--- src/rtl/seq_mul_acc.sv ---
// -----------------------------------------------------------------------------
// seq_mul_acc
//
// Sequential shift-add multiply-accumulate: out = a * b + acc, two's
// complement, modulo 2^(2N). One radix-2 iteration is performed per prescaler
// tick (every CLK_DIV_MULTIPLIER clocks), trading latency for area.
// Responds to a start/done strobe handshake.
//
// Parameters:
//   N                  operand base width; data ports are 2N bits
//   CLK_DIV_MULTIPLIER clocks per shift-add iteration (>= 1)
//
// Ports:
//   clk_i              clock, rising edge
//   rst_i              synchronous active-high reset (aborts any operation)
//   MUL_Start_STRB_i   start request, sampled only while idle
//   MUL_Done_STRB_o    one-cycle pulse, out_o valid in the same cycle
//   busy_o             high from accept until the cycle after the done pulse
//   a_i, b_i, acc_i    multiplicand, multiplier, addend (latched at accept)
//   out_o              result register, held until the next done
//
// Optional feature macro: SEQ_MUL_ACC_EARLY_EXIT_EN
//   When defined, the operation finishes as soon as the remaining multiplier
//   bits are all zero, giving operand-dependent latency with identical result.
// -----------------------------------------------------------------------------
module seq_mul_acc #(
    parameter int N                  = 41,
    parameter int CLK_DIV_MULTIPLIER = 50
) (
    input  logic                  clk_i,
    input  logic                  rst_i,
    input  logic                  MUL_Start_STRB_i,
    output logic                  MUL_Done_STRB_o,
    output logic                  busy_o,
    input  logic signed [2*N-1:0] a_i,
    input  logic signed [2*N-1:0] b_i,
    input  logic signed [2*N-1:0] acc_i,
    output logic signed [2*N-1:0] out_o
);

    localparam int W  = 2 * N;
    localparam int PW = (CLK_DIV_MULTIPLIER > 1) ? $clog2(CLK_DIV_MULTIPLIER) : 1;
    localparam int CW = $clog2(W + 1);

`ifdef SEQ_MUL_ACC_EARLY_EXIT_EN
    localparam bit EARLY_EXIT = 1'b1;
`else
    localparam bit EARLY_EXIT = 1'b0;
`endif

    typedef enum logic [1:0] {
        S_IDLE,
        S_RUN,
        S_DONE
    } state_t;

    state_t        state;
    // The truncated unsigned shift-add product equals the two's-complement
    // product mod 2^W, so the working registers are deliberately unsigned.
    logic [W-1:0]  a_q;
    logic [W-1:0]  b_q;
    logic [W-1:0]  p_q;
    logic [CW-1:0] iter_cnt;
    logic [PW-1:0] presc;

    // Plain W-bit add; the carry out is discarded so overflow wraps.
    function automatic logic [W-1:0] wrap_add(input logic [W-1:0] x,
                                              input logic [W-1:0] y);
        return x + y;
    endfunction

    always_ff @(posedge clk_i) begin
        if (rst_i) begin
            state           <= S_IDLE;
            MUL_Done_STRB_o <= 1'b0;
            busy_o          <= 1'b0;
            out_o           <= '0;
            a_q             <= '0;
            b_q             <= '0;
            p_q             <= '0;
            iter_cnt        <= '0;
            presc           <= '0;
        end else begin
            MUL_Done_STRB_o <= 1'b0;
            case (state)
                S_IDLE: begin
                    if (MUL_Start_STRB_i) begin
                        a_q      <= a_i;
                        b_q      <= b_i;
                        p_q      <= acc_i;
                        iter_cnt <= '0;
                        presc    <= '0;
                        busy_o   <= 1'b1;
                        state    <= S_RUN;
                    end else begin
                        // Also clears busy the cycle after a done pulse.
                        busy_o <= 1'b0;
                    end
                end

                S_RUN: begin
                    if (EARLY_EXIT && (b_q == '0)) begin
                        // No set multiplier bits remain: P is already final.
                        out_o           <= $signed(p_q);
                        MUL_Done_STRB_o <= 1'b1;
                        state           <= S_IDLE;
                    end else if (presc == PW'(CLK_DIV_MULTIPLIER - 1)) begin
                        presc <= '0;
                        if (b_q[0]) begin
                            p_q <= wrap_add(p_q, a_q);
                        end
                        a_q      <= a_q << 1;
                        b_q      <= b_q >> 1;
                        iter_cnt <= iter_cnt + CW'(1);
                        if (iter_cnt == CW'(W - 1)) begin
                            state <= S_DONE;
                        end
                    end else begin
                        presc <= presc + PW'(1);
                    end
                end

                S_DONE: begin
                    // busy_o stays high through the pulse cycle; IDLE drops it.
                    out_o           <= $signed(p_q);
                    MUL_Done_STRB_o <= 1'b1;
                    state           <= S_IDLE;
                end

                default: begin
                    state <= S_IDLE;
                end
            endcase
        end
    end

endmodule
--- config.mk ---
export PLATFORM = sky130hd
export DESIGN_NAME = seq_mul_acc
export DESIGN_NICKNAME = d
export VERILOG_FILES = /design/src/rtl/seq_mul_acc.sv
export SDC_FILE = /design/constraint.sdc
export NUM_CORES = 1
export LEC_CHECK = 0
export CAP_MARGIN = 0
export CORE_UTILIZATION = 42
export CTS_BUF_LIST = sky130_fd_sc_hd__clkbuf_8
export DETAILED_ROUTE_END_ITERATION = 7
export PLACE_DENSITY = 0.74
export SETUP_SLACK_MARGIN = 0.05
export SLEW_MARGIN = 20
export SYNTH_ARGS = -nofsm -noshare
export SYNTH_HDL_FRONTEND = slang
export SYNTH_SLANG_ARGS = --single-unit
--- constraint.sdc ---
create_clock -name clk_i -period 4.85 [get_ports clk_i]
set_clock_uncertainty 0.1 [all_clocks]
set_input_delay 0.97 -clock clk_i [delete_from_list [all_inputs] [get_ports clk_i]]
set_output_delay 0.97 -clock clk_i [all_outputs]
set_load 0.02 [all_outputs]
### Word-level counts from Yosys, hierarchy flattened

Index checks and enable logic that the tools add are counted.

| storage, ports and cells | value |
|---|---|
| register bits after elaboration | 345 |

| cells by class | value |
|---|---|
| add/sub/neg operators | 3 |
| eq/ne operators | 8 |
| mux-type cells | 22 |
| reductions and logical operators | 6 |

Operator list:

| cell | count |
|---|---|
| 82-bit two-way mux | 7 |
| 82-bit one-hot mux with 2 select lines | 3 |
| 82-bit adder | 1 |
| 7-bit two-way mux | 2 |
| 7-bit one-hot mux with 2 select lines | 1 |
| 6-bit two-way mux | 2 |
| 6-bit one-hot mux with 2 select lines | 1 |
| 2-bit inequality test (second input constant) | 4 |
| 7-bit by 1-bit adder with 7-bit output (second input constant) | 1 |
| 7-bit == test (second input constant) | 1 |
| 6-bit by 1-bit adder with 6-bit output (second input constant) | 1 |
| 6-bit == test (second input constant) | 1 |
| 2-bit two-way mux | 3 |
| 3-bit AND reduction | 2 |
| 2-bit one-hot mux with 2 select lines | 1 |
| 4-bit AND reduction | 1 |
| 2-bit by 1-bit == test with 1-bit output (second input constant) | 1 |
| 2-bit == test (second input constant) | 1 |
| 2-bit logical NOT | 1 |
| 1-bit two-way mux | 2 |
| 2-bit AND reduction | 1 |
| 2-bit nonzero test | 1 |

### Longest topological paths before layout

Gate-level depths: netlist of the first run.

| depth | value |
|---|---|
| depth in word-level cells | 4 |
| mapped depth | 13 |

### Worst setup path after synthesis of the first run

OpenSTA, ideal clock, no wires.

| timing path | value |
|---|---|
| path kind | register to register |
| start point | register a_q[0] |
| end point | register p_q[72] |
| library setup time | 0.112 ns |
| arrival | 3.115 ns |
| required time | 4.638 ns |
| path slack | 1.522 ns |
| cell stages (with the launch flop) | 14 |
| buffers on the path | 0 |
| cells stage by stage | dfxtp_1 ha_1 fa_1 a211oi_1 nor2_1 o211ai_1 o21ai_1 a211o_1 o21ai_2 o21ai_2 a31o_2 a221oi_2 xnor2_1 a2111oi_1 |

| on the way | value |
|---|---|
| cells in the longest elaborated chain, start to end | 4 |

Ends and longest elaborated chain:

| item | line | source |
|---|---|---|
| start: declaration | 60 | `logic [W-1:0] a_q;` |
| start signal: assignment | 88 | `a_q <= a_i;` |
| start signal: assignment | 112 | `a_q <= a_q << 1;` |
| 82-bit adder | 69 | `return x + y;` |
| 82-bit two-way mux | 109 | `if (b_q[0]) begin` |
| 82-bit two-way mux | 107 | `end else if (presc == PW'(CLK_DIV_MULTIPLIER - 1)) begin` |
| 82-bit one-hot mux with 2 select lines | 85 | `case (state)` |
| end signal: assignment | 90 | `p_q <= acc_i;` |
| end signal: assignment | 110 | `p_q <= wrap_add(p_q, a_q);` |
| end: declaration | 62 | `logic [W-1:0] p_q;` |

No other way between the ends. The select of a mux whose other input is x is not followed.
A chain may end at the register's enable or synchronous reset.

### Final worst setup path of the first run

| timing path | value |
|---|---|
| start point | register p_q[0] |
| end point | register p_q[62] |

| on the way | value |
|---|---|
| cells in the longest elaborated chain, start to end | 4 |

Ends and longest elaborated chain:

| item | line |
|---|---|
| 82-bit adder | 69 |
| 82-bit two-way mux | 109 |
| 82-bit two-way mux | 107 |
| 82-bit one-hot mux with 2 select lines | 85 |

No other way between the ends. The select of a mux whose other input is x is not followed.

==> results.json, run 1 <==
{
  "synth_edf_count": 0,
  "wl_per_cell_um": 17.90,
  "rsz0062_at_grt": "false",
  "syn-cell-area_um2": 19280,
  "p_int_uw": 5204,
  "cts_sinks": 345,
  "switchingPower_uw": 2322,
  "period_share": 0.9019,
  "coreArea_um2": 45280,
  "synth_top_cells_by_area": "dfxtp_1 (36%), nand2_1 (13%), a311oi_1 (8.9%)",
  "combPwrFrac": 0.208,
  "htree_levels": 2,
  "cap_violations": 0,
  "pin_count": 333,
  "status": "complete, no violations",
  "numPlacedInstances": 3367,
  "crit_type": "reg2reg",
  "power_frac_seq": 0.421,
  "nNetsFinal": 3162,
  "fmax_mhz": 228.6,
  "netlist_instances": 2632,
  "hold_class": "reg2reg",
  "worstPathArrival_ps": 4800,
  "setup_tns_ps": 0,
  "clockBufferDepth": 3,
  "synthToLayoutAreaGrowth_pct": 24.63,
  "drt_iter0_markers": 1668,
  "synth-async-reset-ratio": 0,
  "dpl.hpwl_um": 43490,
  "post-cts-setup-buffers": 0,
  "numPortBuffers": 332,
  "clkTransAtPathRegs_ps": 60,
  "synth.distinct_cells": 67,
  "synth_nets": 2967,
  "grt_use_total": 0.2599,
  "grt_pass1_wl_um": 99930,
  "start_util": 0.4257,
  "dr_total_vias": 19950,
  "antenna_found_initial": 0,
  "wirelength_um": 62120,
  "vdd_drop_max_v": 0.0002211,
  "via_per_inst": 5.748,
  "root_buffer": "clkbuf_8",
  "antennaDiodeCount": 0,
  "stdcell_count": 3470,
  "die_x_um": 216.2,
  "synth_flop_cell": "dfxtp_1",
  "finalSetupViolations": 0,
  "ant_nets": 0,
  "cts_tree": "done",
  "worst_slew_margin_rel": 0.2614,
  "yosys_warnings": 0,
  "globalRouteOverflowTotal": 0,
  "dieArea_um2": 46760,
  "cts-buffers-inserted": 58,
  "grt_pass1_vias": 19140,
  "swShare": 0.3086,
  "tightestPinTransition_ps": 1108,
  "ys_ff_latch": 345,
  "synth_seq_area_share": 0.3583,
  "drcViolationCount": 0,
  "hold_buffers": 0,
  "p_leak_uw": 0.009115,
  "path_max_fanout": 5,
  "syn_avg_cell_area_um2": 7.324,
  "cts_resized": 0,
  "slew_viol_final": 0,
  "num_rows": 78,
  "drive_gt1_frac": 0.04669,
  "cp-start-kind": "flip-flop",
  "clock_latency_ps": 680,
  "p_per_area_nw_per_um2": 313.3,
  "synth_area_leader_cell": "dfxtp_1",
  "critPathRequiredTime_ps": 5280,
  "place_congestion": 0.9517,
  "drt_pass1_iterations": 8,
  "final.min_clock_period_ps": 4374,
  "grt_max_degree": 241,
  "die_height_um": 216.2,
  "yosysTopAreaCellShare": 0.3583,
  "endpoint_kind": "flip-flop",
  "timing.final.hold_violations": 0,
  "p_clk_frac": 0.371
}
power by group through the flow:
stage,clock [uW],combinational [uW],sequential (uW)
2_1_floorplan,0,1050,3180
3_3_place_gp,0,1520,3220
3_5_place_dp,0,1540,3230
4_1_cts,2850,1550,3170
5_1_grt,2980,1730,3190
6_report,2790,1560,3170
metal layers:
metal  GRT usage  vias to the layer above  wire, um
li1            -                     9706         -
met3     0.05740                      115      4686
met4     0.07488                        0      1550
met5           0                        -         0
met1      0.3385                     9402     27050
met2      0.4288                      724     28820
layout make-up:
class | instances | area, um^2
fillers | 4341 | 21260
multi-input cells | 2051 | 11530
flip-flops and latches | 345 | 6907
repair buffers | 345 | 3488
clock buffers | 78 | 1074
well taps | 600 | 750.7
clock inverters | 25 | 173.9
inverters | 26 | 97.59
registers in the layout (all words and copies together), names as in the netlist:
name and flops:
state 2, out_o 82, b_q 82, presc 6, busy_o 1, a_q 82
p_q 82, iter_cnt 7, MUL_Done_STRB_o 1
cells in the final DEF, fill, tap and decap left out, types with 38 or more instances in the layout:
cell type,synthesis,final
dfxtp_1,345,345
nand4_1,38,38
nor2_1,296,296
nand2_1,674,673
a21oi_1,263,262
o21ai_0,103,103
a311oi_1,195,195
ha_1,85,85
clkbuf_8,0,78
a21o_1,46,45
clkdlybuf4s50_1,0,331
inv_1,26,40
synthesized netlist by cell type (4+ instances only):
library cell    n
a211oi_1       15
a21o_1         46
a21oi_1       263
a311oi_1      195
a31o_2          4
a31oi_1        14
and2_1          7
and3_1         15
and4_1          6
buf_1           8
clkbuf_1      201
dfxtp_1       345
ha_1           85
inv_1          26
mux2i_1        10
nand2_1       674
nand2b_1       10
nand3_1        17
nand3b_1       10
nand4_1        38
nor2_1        296
nor2b_1         7
nor3_1         25
nor4_1          6
o2111ai_1       6
o211ai_1        8
o21a_1         12
o21ai_0       103
o21ai_1         8
o21bai_1       26
o22ai_1         4
o31ai_1         6
or2_2           7
or3_1          17
xnor2_1        37
xor2_1         30
cell families (layout without fill, tap and decap cells):
family / Yosys count / count (layout) / share of synthesized area
buffers and inverters: 236 / 474 / 0.04602
muxes: 12 / 12 / 0.006361
xor gates and xnor gates: 67 / 67 / 0.03044
and+or+nand+nor: 1141 / 1141 / 0.2440
adders and majority gates: 86 / 86 / 0.05621
DFF: 345 / 345 / 0.3583
AOI/OAI and AO/OA: 745 / 745 / 0.2587
through the flow:
| step | utilization | worst slack, ps | power, uW | instance area (um^2) | hold slack [ps] |
|---|---|---|---|---|---|
| finish | 0.5305 | 475.7 | 7526 | 24020 | 354.5 |
| global route | 0.5305 | 401.3 | 7899 | 24020 | 371.6 |
| CTS | 0.5305 | 634.4 | 7567 | 24020 | 355.1 |
| detailed placement | 0.5030 | 705.8 | 4769 | 22780 | 348.0 |
| global placement | 0.5030 | 792.6 | 4734 | 22780 | 345.7 |
| floorplan | - | 1523 | 4229 | 19280 | 345.5 |
critical path: stages, from the launching register on:
cell	delay, ps
dfxtp_1	360
ha_1	230
fa_1	260
a211oi_1	100
nor2_1	250
o211ai_1	200
o2111ai_1	190
a32oi_1	260
and2_1	260
nor4_1	730
nor3_1	220
o31ai_1	710
mux2i_1	260
a21oi_1	80
path summary, 6_finish.rpt:
| path | startpoint | endpoint | slack [ps] | depth (start not counted) |
|---|---|---|---|---|
| worst max register to register | p_q[0]$_SDFFE_PP0P_ | p_q[62]$_SDFFE_PP0P_ | 480 | 13 |
| worst max-delay path | p_q[0]$_SDFFE_PP0P_ | p_q[62]$_SDFFE_PP0P_ | 480 | 13 |
| worst min register to register | out_o[44]$_SDFFE_PP0P_ | out_o[44]$_SDFFE_PP0P_ | 350 | 2 |
| worst min-delay path | out_o[44]$_SDFFE_PP0P_ | out_o[44]$_SDFFE_PP0P_ | 350 | 2 |
No activity file was read; power rests on OpenSTA's default activity.
==> run 2, diff against run 1 <==
--- a/config.mk
+++ b/config.mk
@@ -11,6 +11,7 @@
 export DETAILED_ROUTE_END_ITERATION = 7
 export PLACE_DENSITY = 0.74
 export SETUP_SLACK_MARGIN = 0.05
+export SKIP_CTS_REPAIR_TIMING = 1
 export SLEW_MARGIN = 20
 export SYNTH_ARGS = -nofsm -noshare
 export SYNTH_HDL_FRONTEND = slang
==> constraint.sdc (replaced) <==
create_clock -name clk_i -period 4.85 [get_ports clk_i]
set_clock_uncertainty 0.1 [all_clocks]
set_input_delay 1.2125 -clock clk_i [delete_from_list [all_inputs] [get_ports clk_i]]
set_output_delay 1.2125 -clock clk_i [all_outputs]
set_load 0.02 [all_outputs]
==> run 2 against run 1 <==
  * Global-route usage shrank 0.18 points
  * Non-clock buffer count up 5
  * Cell area is 0.28% lower
  * Routed wire length about the same
  * Critical path type unchanged
  * Sequential cell count is the same
  * First-iteration DRC count is 1.4% higher
  * Largest power group unchanged
  * Clock-buffer cell count decreased by 10
  * Highest routed layer unchanged
  * Critical path depth stayed put
==> results.json, run 2 (same netlist as run 1, synthesis figures left out) <==
{
  "finalSetupViolations": 0,
  "use_met3": 0.04618,
  "drt_pass1_iterations": 5,
  "synthToLayoutAreaGrowth_pct": 24.28,
  "grt_max_degree": 134,
  "timing.final.hold_violations": 0,
  "antennaDiodeCount": 0,
  "path_max_fanout": 5,
  "path_buf_inv": 0,
  "cpMaxStageDelayCell": "o31ai_1",
  "drt_iter0_markers": 1691,
  "vdd_drop_max_v": 0.0001989,
  "globalRouteOverflowTotal": 0,
  "drcViolationCount": 0,
  "dr_total_vias": 20010,
  "clockBufferDepth": 3,
  "status": "complete, no violations",
  "dpl.hpwl_um": 44260,
  "wirelength_um": 62120,
  "antenna_found_initial": 1,
  "fmax_mhz": 252.3,
  "clock_latency_ps": 660,
  "grt_use_total": 0.2581,
  "die_x_um": 216.2,
  "crit_type": "reg2reg",
  "drive_gt1_frac": 0.04697,
  "numPortBuffers": 332,
  "pin_count": 333,
  "tightestPinTransition_ps": 1059,
  "rsz0062_at_grt": "false",
  "coreArea_um2": 45280,
  "die_height_um": 216.2,
  "cts_sinks": 345,
  "htree_levels": 2,
  "grt_pass1_vias": 19190,
  "setup_tns_ps": 0,
  "path_cells": "ha_1, fa_1, a211oi_1, nor2_1, o211ai_1, o2111ai_1, a32oi_1, and2_1, nor4_1, nor3_1, o31ai_1, mux2i_1, a21oi_1",
  "critPathMaxStageDelay_ps": 660,
  "cp-start-kind": "flip-flop",
  "grt_use_met1": 0.3353,
  "worstPathArrival_ps": 4400,
  "slew_viol_final": 0,
  "endpoint_kind": "flip-flop",
  "p_per_area_nw_per_um2": 306.3,
  "place_area_um2": 22810,
  "hold_class": "reg2reg",
  "busiest_layer": "met2",
  "via_per_inst": 5.761,
  "wl_per_cell_um": 17.88,
  "finalInstanceArea_um2": 23960,
  "cts-buffers-inserted": 56,
  "worst_slew_margin_rel": 0.2938,
  "period_share": 0.8171,
  "cts_tree": "done",
  "critPathRequiredTime_ps": 5290,
  "p_leak_uw": 0.009092,
  "final.min_clock_period_ps": 3963,
  "place_congestion": 0.9388,
  "clkTransAtPathRegs_ps": 70,
  "dieArea_um2": 46760,
  "grt_pass1_wl_um": 99840,
  "layout_commonest_cell": "nand2_1",
  "met2_usage": 0.4306,
  "start_util": 0.4257,
  "most-common-layout-cells": "nand2_1 (673), dfxtp_1 (345), clkdlybuf4s50_1 (331), nor2_1 (296), a21oi_1 (262)",
  "cap_violations": 0,
  "root_buffer": "clkbuf_8",
  "num_rows": 78,
  "crit_family": "compound AO/OA/AOI/OAI gates",
  "ant_nets": 0,
  "nFillCells": 4313,
  "nNetsFinal": 3165
}
-- run 2: changes by cell type in the layout (fill, tap and decap cells not counted), sizes merged --
cell / before / now
clkbuf: 78 / 68
buf: 14 / 19
clkinvlp: 0 / 3
clkinv: 6 / 12
-- run 2: layout make-up --
| type | count | area (um^2) | area share |
|---|---|---|---|
| timing repair buffer | 350 | 3526 | 0.1472 |
| sequential | 345 | 6907 | 0.2883 |
| clock inverter | 34 | 206.4 | 0.008618 |
| tap | 600 | 750.7 | 0.03134 |
| multi-input combinational | 2051 | 11530 | 0.4814 |
| inverter | 26 | 97.59 | 0.004074 |
| clock buffer | 68 | 935.9 | 0.03907 |
-- run 2: worst register-to-register path, delay by kind of cell, from the launching register on --
family / cells / cell delay [ps]
AOI/OAI and AO/OA: 6 / 1400
and+or+nand+nor: 4 / 1240
adders and majority gates: 2 / 470
DFF: 1 / 360
muxes: 1 / 270
-- run 2: metrics by stage --
step / utilization / instances / hold WS [ps] / power [uW] / setup WS [ps]
6_report: 0.5290 / 3474 / 352.1 / 7338 / 886.8
5_1_grt: 0.5290 / 3474 / 373.0 / 7700 / 505.7
4_1_cts: 0.5290 / 3474 / 356.2 / 7377 / 896.6
3_5_place_dp: 0.5038 / 3372 / 347.3 / 4776 / 937.5
3_3_place_gp: 0.5038 / 3372 / 344.8 / 4738 / 956.3
2_1_floorplan: - / 2632 / 345.5 / 4229 / 1523
-- run 2: path summary, 6_finish.rpt --
kind	to	cells past startpoint	from	slack (ps)
max reg2reg	p_q[62]$_SDFFE_PP0P_	13	p_q[0]$_SDFFE_PP0P_	890
min	out_o[42]$_SDFFE_PP0P_	2	out_o[42]$_SDFFE_PP0P_	350
max	p_q[62]$_SDFFE_PP0P_	13	p_q[0]$_SDFFE_PP0P_	890
min reg2reg	out_o[42]$_SDFFE_PP0P_	2	out_o[42]$_SDFFE_PP0P_	350
-- run 2: metal layers --
| metal | vias to the layer above | routed length [um] |
|---|---|---|
| li1 | 9689 | - |
| met1 | 9500 | 27120 |
| met2 | 723 | 29060 |
| met3 | 100 | 4280 |
| met4 | 0 | 1659 |
| met5 | - | 0 |
-- run 2: where the power goes --
part           switching, uW  internal [uW]
clock network           1220           1370
logic                    928            645
registers                148           3020
